<file path="src/rtl/muldiv_unit.sv">
// Iterative RV32IM multiply/divide unit: shift-add multiply, restoring divide, early-out specials.
// Optional MULDIV_FAST_MUL_EN: single-cycle multiply from the latched operands; divide stays iterative.
module muldiv_unit #(
    parameter int unsigned XLEN = 32
) (
    input  logic            CLK,
    input  logic            RESET,
    input  logic            START,
    input  logic [2:0]      FUNC3,
    input  logic [XLEN-1:0] OPERAND_A,
    input  logic [XLEN-1:0] OPERAND_B,
    input  logic            FLUSH,
    output logic            BUSY,
    output logic            DONE,
    output logic [XLEN-1:0] RESULT
);

    localparam int unsigned CW = $clog2(XLEN) + 1;
    localparam logic [XLEN-1:0] INT_MIN = {1'b1, {(XLEN-1){1'b0}}};

    typedef enum logic [1:0] {IDLE, RUN, FINISH} state_t;

    state_t          state;
    logic [CW-1:0]   count;
    logic [2:0]      func_q;
    logic [XLEN-1:0] opnd;
    logic [2*XLEN-1:0] acc;
    logic            neg_q;
    logic            neg_r;
    logic            special;

    logic            a_signed;
    logic            b_signed;
    logic            a_neg;
    logic            b_neg;
    logic [XLEN-1:0] a_abs;
    logic [XLEN-1:0] b_abs;
    logic            div_zero;
    logic            div_ovf;
    logic [XLEN-1:0] special_res;

    always_comb begin
        a_signed = (FUNC3 == 3'b001) || (FUNC3 == 3'b010) ||
                   (FUNC3 == 3'b100) || (FUNC3 == 3'b110);
        b_signed = (FUNC3 == 3'b001) || (FUNC3 == 3'b100) || (FUNC3 == 3'b110);
        a_neg    = a_signed && OPERAND_A[XLEN-1];
        b_neg    = b_signed && OPERAND_B[XLEN-1];
        a_abs    = a_neg ? -OPERAND_A : OPERAND_A;
        b_abs    = b_neg ? -OPERAND_B : OPERAND_B;
        div_zero = FUNC3[2] && (OPERAND_B == '0);
        div_ovf  = FUNC3[2] && !FUNC3[0] && (OPERAND_A == INT_MIN) && (OPERAND_B == '1);
        if (div_zero)
            special_res = FUNC3[1] ? OPERAND_A : '1;
        else
            special_res = FUNC3[1] ? '0 : OPERAND_A;
    end

    // acc holds {high product, multiplier} for multiply and {remainder, quotient} for divide.
    logic [XLEN:0]     mul_sum;
    logic [2*XLEN-1:0] mul_next;
    logic [XLEN:0]     div_trial;
    logic [2*XLEN-1:0] div_next;

    always_comb begin
        mul_sum   = {1'b0, acc[2*XLEN-1:XLEN]} + {1'b0, (acc[0] ? opnd : '0)};
        mul_next  = {mul_sum, acc[XLEN-1:1]};
        div_trial = acc[2*XLEN-1:XLEN-1] - {1'b0, opnd};
        if (div_trial[XLEN])
            div_next = {acc[2*XLEN-2:0], 1'b0};
        else
            div_next = {div_trial[XLEN-1:0], acc[XLEN-2:0], 1'b1};
    end

    logic [2*XLEN-1:0] prod_raw;
    logic [2*XLEN-1:0] prod;
    logic [XLEN-1:0]   quot;
    logic [XLEN-1:0]   rem;
    logic [XLEN-1:0]   final_res;

    always_comb begin
        prod_raw = acc;
`ifdef MULDIV_FAST_MUL_EN
        if (!func_q[2])
            prod_raw = {{XLEN{1'b0}}, opnd} * {{XLEN{1'b0}}, acc[XLEN-1:0]};
`endif
        prod = neg_q ? -prod_raw : prod_raw;
        quot = neg_q ? -acc[XLEN-1:0] : acc[XLEN-1:0];
        rem  = neg_r ? -acc[2*XLEN-1:XLEN] : acc[2*XLEN-1:XLEN];
        case (func_q)
            3'b000:                 final_res = prod[XLEN-1:0];
            3'b001, 3'b010, 3'b011: final_res = prod[2*XLEN-1:XLEN];
            3'b100, 3'b101:         final_res = quot;
            default:                final_res = rem;
        endcase
        if (special)
            final_res = acc[XLEN-1:0];
    end

    always_ff @(posedge CLK) begin
        if (RESET) begin
            state   <= IDLE;
            BUSY    <= 1'b0;
            DONE    <= 1'b0;
            RESULT  <= '0;
            count   <= '0;
            func_q  <= '0;
            opnd    <= '0;
            acc     <= '0;
            neg_q   <= 1'b0;
            neg_r   <= 1'b0;
            special <= 1'b0;
        end else begin
            DONE <= 1'b0;
            if (FLUSH) begin
                state <= IDLE;
                BUSY  <= 1'b0;
            end else begin
                case (state)
                    IDLE: begin
                        if (START) begin
                            func_q <= FUNC3;
                            neg_q  <= a_neg ^ b_neg;
                            neg_r  <= a_neg;
                            count  <= CW'(XLEN);
                            BUSY   <= 1'b1;
                            if (div_zero || div_ovf) begin
                                special <= 1'b1;
                                opnd    <= '0;
                                acc     <= {{XLEN{1'b0}}, special_res};
                                state   <= FINISH;
                            end else begin
                                special <= 1'b0;
                                if (FUNC3[2]) begin
                                    opnd  <= b_abs;
                                    acc   <= {{XLEN{1'b0}}, a_abs};
                                    state <= RUN;
                                end else begin
                                    opnd  <= a_abs;
                                    acc   <= {{XLEN{1'b0}}, b_abs};
`ifdef MULDIV_FAST_MUL_EN
                                    state <= FINISH;
`else
                                    state <= RUN;
`endif
                                end
                            end
                        end
                    end
                    RUN: begin
                        acc   <= func_q[2] ? div_next : mul_next;
                        count <= count - CW'(1);
                        if (count == CW'(1))
                            state <= FINISH;
                    end
                    FINISH: begin
                        RESULT <= final_res;
                        DONE   <= 1'b1;
                        BUSY   <= 1'b0;
                        state  <= IDLE;
                    end
                    default: begin
                        state <= IDLE;
                        BUSY  <= 1'b0;
                    end
                endcase
            end
        end
    end

endmodule

</file>
<file path="config.mk">
export PLATFORM = sky130hd
export DESIGN_NAME = muldiv_unit
export DESIGN_NICKNAME = d
export VERILOG_FILES = /design/src/rtl/muldiv_unit.sv
export SDC_FILE = /design/constraint.sdc
export NUM_CORES = 1
export LEC_CHECK = 0
export ABC_AREA = 1
export BUFFER_PORTS_ARGS = -buffer_cell sky130_fd_sc_hd__buf_2
export CELL_PAD_IN_SITES_DETAIL_PLACEMENT = 1
export CELL_PAD_IN_SITES_GLOBAL_PLACEMENT = 1
export CORE_UTILIZATION = 30
export DETAILED_ROUTE_END_ITERATION = 10
export GPL_TIMING_DRIVEN = 0
export PLACE_DENSITY_LB_ADDON = 0.1
export SYNTH_ARGS = -nofsm -noshare
export SYNTH_HDL_FRONTEND = slang
export SYNTH_SLANG_ARGS = --single-unit
export TNS_END_PERCENT = 10
</file>
<file path="constraint.sdc">
create_clock -name CLK -period 4.7 [get_ports CLK]
set_input_delay 0.94 -clock CLK [delete_from_list [all_inputs] [get_ports CLK]]
set_output_delay 0.94 -clock CLK [all_outputs]
set_load 0.05 [all_outputs]
</file>
# [Word-level counts from Yosys, hierarchy flattened]
# Cells that the tools add are included.
[classes] n_bitwise=3 reduce_logical=25 n_mux=29 add_sub_neg=8 n_eq_ne=16
[ops] op="2-to-1 mux 32 bit" count=13
[ops] op="2-to-1 mux 64 bit" count=4
[ops] op="negator 32 bit" count=4
[ops] op="one-hot mux 64 bit (2 select lines)" count=1
[ops] op="one-hot mux 32 bit (3 select lines)" count=1
[ops] op="equality test 32 bit, second input constant" count=2
[ops] op="negator 64 bit" count=1
[ops] op="adder 32 x 32 -> 33 bit" count=1
[ops] op="subtractor 33 x 32 -> 33 bit" count=1
[ops] op="zero test 32 bit" count=1
[ops] op="equality test 3 bit, second input constant" count=4
[ops] op="one-hot mux 6 bit (2 select lines)" count=1
[ops] op="equality test 3 x 2 -> 1 bit, second input constant" count=3
[ops] op="equality test 3 x 1 -> 1 bit, second input constant" count=2
[ops] op="equality test 6 x 1 -> 1 bit, second input constant" count=1
[ops] op="logical AND 1 bit" count=6
[ops] op="logical OR 1 bit" count=6
[ops] op="2-to-1 mux 2 bit" count=3
[ops] op="2-to-1 mux 6 bit" count=1
[ops] op="AND reduction 2 bit" count=3
[ops] op="AND reduction 3 bit" count=2
[ops] op="subtractor 6 x 1 -> 6 bit, second input constant" count=1
[ops] op="inequality test 2 bit, second input constant" count=2
[ops] op="one-hot mux 2 bit (2 select lines)" count=1
[ops] op="other kinds (12)" count=16
[word_totals] elab_cells=92 out_inout_bits=34 inputBits=71 reg_bits=144

# [Logic depth before layout (Yosys ltp)]
# Gate-level depths: netlist (run 1).
[logic_depth] depth_word=10 mapped_depth=21 depth_no_buf=20

# [Worst setup path before layout (run 1)]
# Ideal clock, no wire load.
[synth_timing] path_kind="register to register" startpoint="reg acc[32]" endpoint="reg acc[46]" period_less_slack_ns=2.506 path_slack_ns=2.194 stages_incl_launch_ff=19 t_arrival_ns=2.371 t_required_ns=4.565 setup_time_ns=0.135 n_path_buf=2 cell_sequence="dfxtp_1 > clkbuf_1 > inv_1 > fa_1 > inv_1 > nand3_1 > nand3_2 > nand2_1 > nand2_2 > nand2_2 > nand2_2 > nand2_4 > nand2_4 > nand2_4 > nand2_8 > buf_6 > nor2_1 > o21bai_1 > a21oi_1"
[synth_between] elab_chain_cells=4 elab_cells_between_ends=5 cone_classes="add/sub (2); mux (3)"
[synth_lines] element="start: declaration" line_no="27" text="logic [2*XLEN-1:0] acc;"
[synth_lines] element="start signal: assignment" line_no="129" text="acc <= {{XLEN{1'b0}}, special_res};"
[synth_lines] element="start signal: assignment" line_no="135" text="acc <= {{XLEN{1'b0}}, a_abs};"
[synth_lines] element="start signal: assignment" line_no="139" text="acc <= {{XLEN{1'b0}}, b_abs};"
[synth_lines] element="subtractor 33 x 32 -> 33 bit" line_no="67" text="div_trial = acc[2*XLEN-1:XLEN-1] - {1'b0, opnd};"
[synth_lines] element="2-to-1 mux 64 bit" line_no="68" text="if (div_trial[XLEN])"
[synth_lines] element="2-to-1 mux 64 bit (*)" line_no="150" text="acc <= func_q[2] ? div_next : mul_next;"
[synth_lines] element="one-hot mux 64 bit (2 select lines) (*)" line_no="118" text="case (state)"
# Mark *: on every way between the ends. The rest lies on a longest branch, timed or not.
# A chain may end at the register's enable or synchronous reset.

# [Final worst setup path (run 1)]
[layout_timing] startpoint="reg acc[0]" endpoint="reg acc[61]"
[layout_between] elab_chain_cells=4
[layout_lines] element="2-to-1 mux 32 bit" line_no="65" text="mul_sum = {1'b0, acc[2*XLEN-1:XLEN]} + {1'b0, (acc[0] ? opnd : '0)};"
[layout_lines] element="adder 32 x 32 -> 33 bit" line_no="65"
[layout_lines] element="2-to-1 mux 64 bit" line_no="150"
[layout_lines] element="one-hot mux 64 bit (2 select lines)" line_no="118"
# No other way between the ends.

==> qor.txt, run 1 <==
FLOORPLANNING
-----------------------------------------------------------------------------------------------------------------
Initial core utilization ...........................................................................        0.304
Chip height ........................................................................................       250 um
Row cnt ............................................................................................           90
I/O pins ...........................................................................................          105
DIE AREA ........................................................................................... 62,500 sq um
Die boundary width .................................................................................       250 um
Placeable core region .............................................................................. 60,600 sq um

DETAILED ROUTING
-----------------------------------------------------------------------------------------------------------------
Number of violations reported at the end of detailed-routing iteration 0 ...........................        2,091
DR vias ............................................................................................       24,200
Post-route antenna net violation count .............................................................            0
Via density per instance ...........................................................................         5.57
Routed wire length .................................................................................       110 mm
Remaining design rule violation count ..............................................................            0
Routed wire length per instance ....................................................................      25.4 um
Pre-antenna DRT Iters ..............................................................................            5

GLOBAL ROUTE
-----------------------------------------------------------------------------------------------------------------
Maximum number of pins on one net before global-route repair .......................................           18
Via count of the first global-routing pass .........................................................       23,800
First-pass GRT wire length .........................................................................       160 mm
Global router's overall resource usage .............................................................        0.349
Total gr overflow ..................................................................................            0
Antenna violations before repair ...................................................................            3

TIMING
-----------------------------------------------------------------------------------------------------------------
Minimum clock period ...............................................................................      3.71 ns
Unrepaired setup endpoints after global routing ....................................................           no
Total negative setup slack .........................................................................         0 ns
Relative slew margins ..............................................................................        0.146
Clock tree skew after final layout .................................................................    0.0268 ns
Slew Viols, Final ..................................................................................            0
Fmax ...............................................................................................    0.270 GHz
Total count of hold-check failures in the final report .............................................            0
Final setup violation count ........................................................................            0
Final Cycle Share ..................................................................................        0.788
Least-Margin Pin Slew ..............................................................................      1.28 ns

CLOCK NETWORK
-----------------------------------------------------------------------------------------------------------------
Clock latency of the later-clocked register in the worst-skew pair .................................      0.51 ns
Number of H-tree levels ............................................................................            4
Clock root buffer .................................................................................. sky130_fd_sc_hd__clkbuf_16
Clock tree from TritonCTS ..........................................................................          yes
Max clock buf depth ................................................................................            2
# clock sinks ......................................................................................          144
Cts hold-fix bufs ..................................................................................            0
Setup repair bufs after CTS ........................................................................            0
Clock buffers created by TritonCTS .................................................................           17
Clk pin slew, worst setup/hold paths ...............................................................      0.08 ns
# resized after CTS ................................................................................            0

WORST SETUP PATH
-----------------------------------------------------------------------------------------------------------------
Origin of the critical flop-to-flop path ...........................................................       acc[0]
Origin of the worst setup path .....................................................................       acc[0]
Critical path data required time ...................................................................      5.03 ns
Crit end category ..................................................................................         flop
Critical Path End ..................................................................................      acc[61]
Reg-to-reg endpoint ................................................................................      acc[61]
Setup slack of the worst register-to-register path .................................................      0.99 ns
Crit path largest cell delay .......................................................................      0.59 ns
Startpoint type of the worst setup path ............................................................         flop
Worst R2R Path Depth ...............................................................................           18
Slowest cell on crit path .......................................................................... sky130_fd_sc_hd__o21ai_0
Biggest fanout along the worst timing path .........................................................            9
Arrival time reported for the critical path endpoint ...............................................      4.03 ns
Ordered list of cells on the worst path ............................................................ buf_2 -> nand2_1 -> inv_1 -> ha_1 -> inv_1 -> fa_1 -> inv_1 -> nand3_1 -> nand2_1 -> inv_1 -> nor2_1 -> nor2_1 -> o21ai_0 -> nand2_1 -> nand3_1 -> nand3_1 -> nand3_1 -> a21oi_1
Critical path start-end classification ............................................................. flop to flop

POWER AND IR DROP
-----------------------------------------------------------------------------------------------------------------
Cell area power density ............................................................................  237 nW/um^2
P_leak .............................................................................................      10.2 nW
Peak supply drop ...................................................................................     0.331 mV

SYNTHESIS
-----------------------------------------------------------------------------------------------------------------
Post-synthesis cell type count .....................................................................           58
Mean instance size in the synthesized netlist ......................................................   5.39 sq um
Leading cell types by total area after synthesis ................................................... sky130_fd_sc_hd__nand2_1 (21%), sky130_fd_sc_hd__dfxtp_1 (16%), sky130_fd_sc_hd__nand3_1 (9.7%)
Compound-cell area share of the yosys netlist ......................................................        0.187
Synthesis warning total ............................................................................            0
Flip-flop and latch count after synthesis ..........................................................          144
Top_reg_cell synth ................................................................................. sky130_fd_sc_hd__dfxtp_1
Top cell type by total area after synthesis ........................................................ sky130_fd_sc_hd__nand2_1
Synthesized-area fraction occupied by and/or/nand/nor cells ........................................        0.451
Share of synthesized area occupied by flip-flops and latches .......................................        0.156
Cell count after synthesis .........................................................................        3,422
Number of synthesized flops with an enable pin .....................................................            0
Area share of the largest cell type after synthesis ................................................        0.213
Arithmetic-cell share of the synthesized area counting full adders, half adders and majority gates .       0.0503
Xor-xnor portion of the synthesized cell area ......................................................       0.0280
Cell area after synthesis .......................................................................... 18,400 sq um
Mux contribution to synthesized area ...............................................................      0.00271
Post-synth net total ...............................................................................        3,566
Main combinational cell family by area after synthesis ............................................. simple AND/OR/NAND/NOR gates
Async set-or-reset flop fraction in the synthesized netlist ........................................            0

FINAL LAYOUT
-----------------------------------------------------------------------------------------------------------------
Antenna Diode Count ................................................................................            0
Storage cell area ..................................................................................   2880 sq um
Final standard cell count with taps included and fillers excluded ..................................        4,339
Area of the multi-input gates ...................................................................... 13,300 sq um
Fill cells .........................................................................................        8,424
Area added between synthesis and finish ............................................................        11.3%
Fraction of final layout cells with drive strength greater than 1 ..................................       0.0824
Nets ...............................................................................................        3,688

PLACE
-----------------------------------------------------------------------------------------------------------------
Total half-perimeter wirelength after legalization and detailed placement ..........................      92.1 mm
Number of buffers added on ports ...................................................................          103
Post-Place Cells ...................................................................................        4,307
Weighted congestion reported at the end of routability-driven placement ............................         1.01

JOB
-----------------------------------------------------------------------------------------------------------------
Max-cap viol count .................................................................................            0

WORST HOLD PATH
-----------------------------------------------------------------------------------------------------------------
Worst hold-check path type ......................................................................... flop to flop

STATUS
-----------------------------------------------------------------------------------------------------------------
Run status .........................................................................................    completed

-- layer usage --
metal | vias to the layer above | routed length, um | global-route usage
met3 | 158 | 7060 | 0.0530
met1 | 11800 | 51300 | 0.483
met2 | 810 | 47600 | 0.539
met4 | 4 | 4310 | 0.139
met5 | - | 22 | 0
li1 | 11400 | - | -
-- cells by family after synthesis --
logic type,Yosys count
buffers and inverters,579
DFF,144
AOI/OAI and AO/OA,631
and+or+nand+nor,1931
muxes,5
adders and majority gates,73
xor gates and xnor gates,59
-- where the power goes --
group	switching [mW]	leakage [nW]	total (mW)	internal, mW
registers	0.0949	1.17	1.37	1.27
clock network	0.746	0.282	1.46	0.711
logic	1.50	8.75	2.03	0.530
total	2.34	10.2	4.86	2.51
-- area by class of cell --
type                    instances  area share
plain buffers                 132      0.0302
clock buffers                  17      0.0207
well taps                     782      0.0477
repair buffers                103      0.0251
multi-input cells            2699       0.646
inverters                     447      0.0817
flip-flops and latches        144       0.140
clock inverters                15     0.00786
-- worst max-delay path, delay by kind of cell, from the launching register on --
family	cells	cell delay (ns)
buffers and inverters	5	0.70
adders and majority gates	2	0.69
DFF	1	0.32
AOI/OAI and AO/OA	2	0.66
and+or+nand+nor	9	1.15
-- cell usage in the layout, fill, tap and decap left out, types with 11 or more instances in the layout --
cell	Yosys	layout
sky130_fd_sc_hd__clkbuf_1	78	78
sky130_fd_sc_hd__nand3_2	19	19
sky130_fd_sc_hd__o21ai_1	11	11
sky130_fd_sc_hd__o211ai_1	28	28
sky130_fd_sc_hd__nand3b_1	11	11
sky130_fd_sc_hd__nor2_2	13	13
sky130_fd_sc_hd__clkbuf_16	0	17
sky130_fd_sc_hd__ha_1	71	71
sky130_fd_sc_hd__nand2_1	1045	1045
sky130_fd_sc_hd__o22ai_1	19	19
sky130_fd_sc_hd__nand4_1	54	54
sky130_fd_sc_hd__inv_1	424	424
sky130_fd_sc_hd__nand2_2	20	20
sky130_fd_sc_hd__dfxtp_1	144	144
sky130_fd_sc_hd__xor2_1	51	51
sky130_fd_sc_hd__o21bai_1	11	11
sky130_fd_sc_hd__buf_2	24	127
sky130_fd_sc_hd__inv_2	22	22
sky130_fd_sc_hd__o21ai_0	232	232
sky130_fd_sc_hd__buf_1	15	15
sky130_fd_sc_hd__a21oi_1	278	278
sky130_fd_sc_hd__a21oi_2	15	15
sky130_fd_sc_hd__nand3_1	356	356
sky130_fd_sc_hd__nor3_1	39	38
sky130_fd_sc_hd__nor2_1	339	339
-- Yosys cell counts, types with 19 or more instances --
| library cell | instances |
|---|---|
| sky130_fd_sc_hd__nand2_1 | 1045 |
| sky130_fd_sc_hd__inv_1 | 424 |
| sky130_fd_sc_hd__nand3_1 | 356 |
| sky130_fd_sc_hd__nor2_1 | 339 |
| sky130_fd_sc_hd__a21oi_1 | 278 |
| sky130_fd_sc_hd__o21ai_0 | 232 |
| sky130_fd_sc_hd__dfxtp_1 | 144 |
| sky130_fd_sc_hd__clkbuf_1 | 78 |
| sky130_fd_sc_hd__ha_1 | 71 |
| sky130_fd_sc_hd__nand4_1 | 54 |
| sky130_fd_sc_hd__xor2_1 | 51 |
| sky130_fd_sc_hd__nor3_1 | 39 |
| sky130_fd_sc_hd__o211ai_1 | 28 |
| sky130_fd_sc_hd__buf_2 | 24 |
| sky130_fd_sc_hd__inv_2 | 22 |
| sky130_fd_sc_hd__nand2_2 | 20 |
| sky130_fd_sc_hd__nand3_2 | 19 |
| sky130_fd_sc_hd__o22ai_1 | 19 |
-- stage by stage --
step	worst slack [ns]	util	hold WS (ns)	total power [mW]	instance area [sq um]
floorplan	2.19	-	0.450	2.56	18400
finish	0.995	0.339	0.465	4.86	20500
global route	0.735	0.339	0.486	5.07	20500
detailed placement	1.03	0.329	0.455	3.37	19900
CTS	1.00	0.339	0.467	4.82	20500
global placement	1.01	0.329	0.451	3.34	19900
-- worst min path at each step --
stage,startpoint,cells past startpoint,end
after global placement,RESULT[23],2,RESULT[23]
after floorplan,opnd[15],2,opnd[15]
after CTS,RESULT[8],2,RESULT[8]
after global routing,RESULT[0],2,RESULT[0]
final,RESULT[29],2,RESULT[29]
after detailed placement,RESULT[0],2,RESULT[0]
-- registers in the layout (all words and copies together), names as in the netlist --
register	cells
acc	64
DONE	1
BUSY	1
count	6
RESULT	32
special	1
neg_q	1
func_q	3
state	2
neg_r	1
opnd	32
Power figures use the tool's default switching activity.
==> inputs of run 2 (changes only) <==
- clock period: 4.7 -> 3.1 ns (I/O delays scaled with it)
==> run 2 against run 1 <==
  * Core utilization up 0.22 points
  * Largest cell class unchanged
  * Largest power group unchanged
  * Global-route usage about the same
  * Critical path depth down 1
==> qor.txt, run 2 (same netlist as run 1, synthesis figures left out) <==
STATUS
----------------------------------------------------------------------------------------
Run status ................................................................    completed

PLACE
----------------------------------------------------------------------------------------
Number of buffers added on ports ..........................................          103
Total half-perimeter wirelength after legalization and detailed placement .      92.1 mm
Weighted congestion reported at the end of routability-driven placement ...         1.01

WORST SETUP PATH
----------------------------------------------------------------------------------------
Critical path start-end classification .................................... flop to flop
Ordered list of cells on the worst path ................................... buf_8 -> inv_2 -> ha_1 -> nand3_2 -> nor2_4 -> nand2_2 -> inv_1 -> nand2_1 -> nand2_1 -> o21ai_0 -> nand2_1 -> nand2_1 -> nor2_1 -> nor2_1 -> nand2_1 -> nand2_1 -> a21oi_1
Most prevalent standard cell on the critical path ......................... sky130_fd_sc_hd__nand2_1
Origin of the critical flop-to-flop path ..................................       acc[0]
Slowest cell on crit path ................................................. sky130_fd_sc_hd__nor2_1
Critical Path End .........................................................   RESULT[26]
Arrival time reported for the critical path endpoint ......................      3.46 ns
Startpoint type of the worst setup path ...................................         flop
Worst R2R Path Depth ......................................................           17
Origin of the worst setup path ............................................       acc[0]
Dominant delay contributor by cell family on the critical path ............ simple AND/OR/NAND/NOR gates
Number of logic stages on the critical path including buffering ...........           17
Biggest fanout along the worst timing path ................................            9
Setup slack of the worst register-to-register path ........................      0.07 ns
Number of buffer and inverter stages on the critical path .................            3
Reg-to-reg endpoint .......................................................   RESULT[26]
Critical path data required time ..........................................      3.53 ns
Crit end category .........................................................         flop
Crit path largest cell delay ..............................................      0.44 ns

GLOBAL ROUTE
----------------------------------------------------------------------------------------
First-pass GRT wire length ................................................       160 mm
Global router's overall resource usage ....................................        0.349
Maximum number of pins on one net before global-route repair ..............           18
Via count of the first global-routing pass ................................       23,800
Antenna violations before repair ..........................................            3
Total gr overflow .........................................................            0

FINAL LAYOUT
----------------------------------------------------------------------------------------
Nets ......................................................................        3,692
Commonest non-fill, non-tap cells in the layout ........................... sky130_fd_sc_hd__nand2_1 (1,043), sky130_fd_sc_hd__inv_1 (421), sky130_fd_sc_hd__nand3_1 (356)
Largest reg by FF count ...................................................          acc
Largest register FFs ......................................................           64
Fill cells ................................................................        8,410
Registers with the highest flip-flop counts ............................... acc x64, RESULT x32, opnd x32
Most common library cell in the layout ignoring fill and taps ............. sky130_fd_sc_hd__nand2_1
Fraction of final layout cells with drive strength greater than 1 .........       0.0918
Antenna Diode Count .......................................................            0
Area added between synthesis and finish ...................................        12.0%

JOB
----------------------------------------------------------------------------------------
Max-cap viol count ........................................................            0

TIMING
----------------------------------------------------------------------------------------
Final Cycle Share .........................................................        0.978
Minimum clock period ......................................................      3.03 ns
Fmax ......................................................................    0.330 GHz
Final setup violation count ...............................................            0
Clock tree skew after final layout ........................................    0.0247 ns
Least-Margin Pin Slew .....................................................      1.24 ns
Total count of hold-check failures in the final report ....................            0
Slew Viols, Final .........................................................            0
Unrepaired setup endpoints after global routing ...........................          yes
Total negative setup slack ................................................         0 ns
Relative slew margins .....................................................        0.173

POWER AND IR DROP
----------------------------------------------------------------------------------------
Cell area power density ...................................................  357 nW/um^2
PnR Total Power ...........................................................      7.38 mW
P_leak ....................................................................      10.2 nW
Peak supply drop ..........................................................     0.499 mV

FLOORPLANNING
----------------------------------------------------------------------------------------
Initial core utilization ..................................................        0.304
Chip height ...............................................................       250 um
I/O pins ..................................................................          105
Die boundary width ........................................................       250 um
Placeable core region ..................................................... 60,600 sq um
DIE AREA .................................................................. 62,500 sq um
Row cnt ...................................................................           90

CLOCK NETWORK
----------------------------------------------------------------------------------------
Clock tree from TritonCTS .................................................          yes
Number of H-tree levels ...................................................            4
# clock sinks .............................................................          144
Clock root buffer ......................................................... sky130_fd_sc_hd__clkbuf_16
Max clock buf depth .......................................................            2
Clock latency of the later-clocked register in the worst-skew pair ........      0.50 ns
Cts hold-fix bufs .........................................................            0
Clk pin slew, worst setup/hold paths ......................................      0.09 ns
Clock buffers created by TritonCTS ........................................           17

DETAILED ROUTING
----------------------------------------------------------------------------------------
Routed wire length per instance ...........................................      25.4 um
Remaining design rule violation count .....................................            0
Number of violations reported at the end of detailed-routing iteration 0 ..        1,939
Pre-antenna DRT Iters .....................................................            7
Via density per instance ..................................................         5.57
DR vias ...................................................................       24,200
Post-route antenna net violation count ....................................            0
Routed wire length ........................................................       110 mm

WORST HOLD PATH
----------------------------------------------------------------------------------------
Worst hold-check path type ................................................ input port to flop

-- run 2: changes by cell type in the layout (fill, tap and decap cells not counted), sizes merged --
cell	before	now
clkbuf	95	96
inv	456	454
clkinvlp	2	4
buf	157	160
-- run 2: cell type report --
class	count	area, sq um	share of cell area
clock buffer	17	425	0.0206
clock inverter	15	161	0.00781
inverter	447	1690	0.0816
timing repair buffer	107	546	0.0264
multi-input combinational	2699	13300	0.645
sequential	144	2890	0.140
buffer	132	644	0.0312
tap	782	978	0.0474
-- run 2: how the worst min path moves through the flow --
| stage | startpoint | to | cells after the start |
|---|---|---|---|
| after global routing | START | state[0] | 3 |
| after detailed placement | RESULT[0] | RESULT[0] | 2 |
| after CTS | START | state[0] | 3 |
| after floorplan | opnd[15] | opnd[15] | 2 |
| final | START | state[0] | 3 |
| after global placement | RESULT[23] | RESULT[23] | 2 |
-- run 2: worst register-to-register path, cell delays in order, from the launching register on --
cell,delay [ns]
sky130_fd_sc_hd__dfxtp_1,0.33
sky130_fd_sc_hd__buf_8,0.16
sky130_fd_sc_hd__inv_2,0.10
sky130_fd_sc_hd__ha_1,0.18
sky130_fd_sc_hd__nand3_2,0.20
sky130_fd_sc_hd__nor2_4,0.23
sky130_fd_sc_hd__nand2_2,0.10
sky130_fd_sc_hd__inv_1,0.15
sky130_fd_sc_hd__nand2_1,0.10
sky130_fd_sc_hd__nand2_1,0.21
sky130_fd_sc_hd__o21ai_0,0.17
sky130_fd_sc_hd__nand2_1,0.09
sky130_fd_sc_hd__nand2_1,0.06
sky130_fd_sc_hd__nor2_1,0.44
sky130_fd_sc_hd__nor2_1,0.14
sky130_fd_sc_hd__nand2_1,0.10
sky130_fd_sc_hd__nand2_1,0.08
sky130_fd_sc_hd__a21oi_1,0.15
-- run 2: report_power, final --
group / internal (mW) / switching [mW] / leakage, nW / total, mW
Combinational: 0.813 / 2.28 / 8.78 / 3.09
Sequential: 1.93 / 0.146 / 1.18 / 2.08
Clock: 1.08 / 1.13 / 0.282 / 2.21
-- run 2: what timing repair did --
item | in CTS | in global routing
endpoints found under the setup margin | 35 | 45
pin swaps | 1 | 0
setup buffers | 1 | 3
resized for setup | 12 | 30
-- run 2: per-stage QoR --
step	worst slack, ns	util	hold WS (ns)	instance area, sq um	cells
5_1_grt	-0.00518	0.341	0.414	20700	4343
6_report	0.0683	0.341	0.413	20700	4343
3_3_place_gp	-0.414	0.329	0.451	19900	4307
3_5_place_dp	-0.533	0.329	0.455	19900	4307
2_1_floorplan	0.594	-	0.450	18400	3422
4_1_cts	0.00511	0.339	0.386	20600	4340
-- run 2: metal layers --
| layer | part of all wire | vias to the layer above | routed length (um) | track usage |
|---|---|---|---|---|
| met5 | 0.00019 | - | 21 | 0 |
| met4 | 0.040 | 4 | 4430 | 0.142 |
| met3 | 0.067 | 162 | 7380 | 0.0516 |
| met2 | 0.43 | 844 | 47400 | 0.538 |
| met1 | 0.46 | 11800 | 51000 | 0.484 |
| li1 | - | 11400 | - | - |
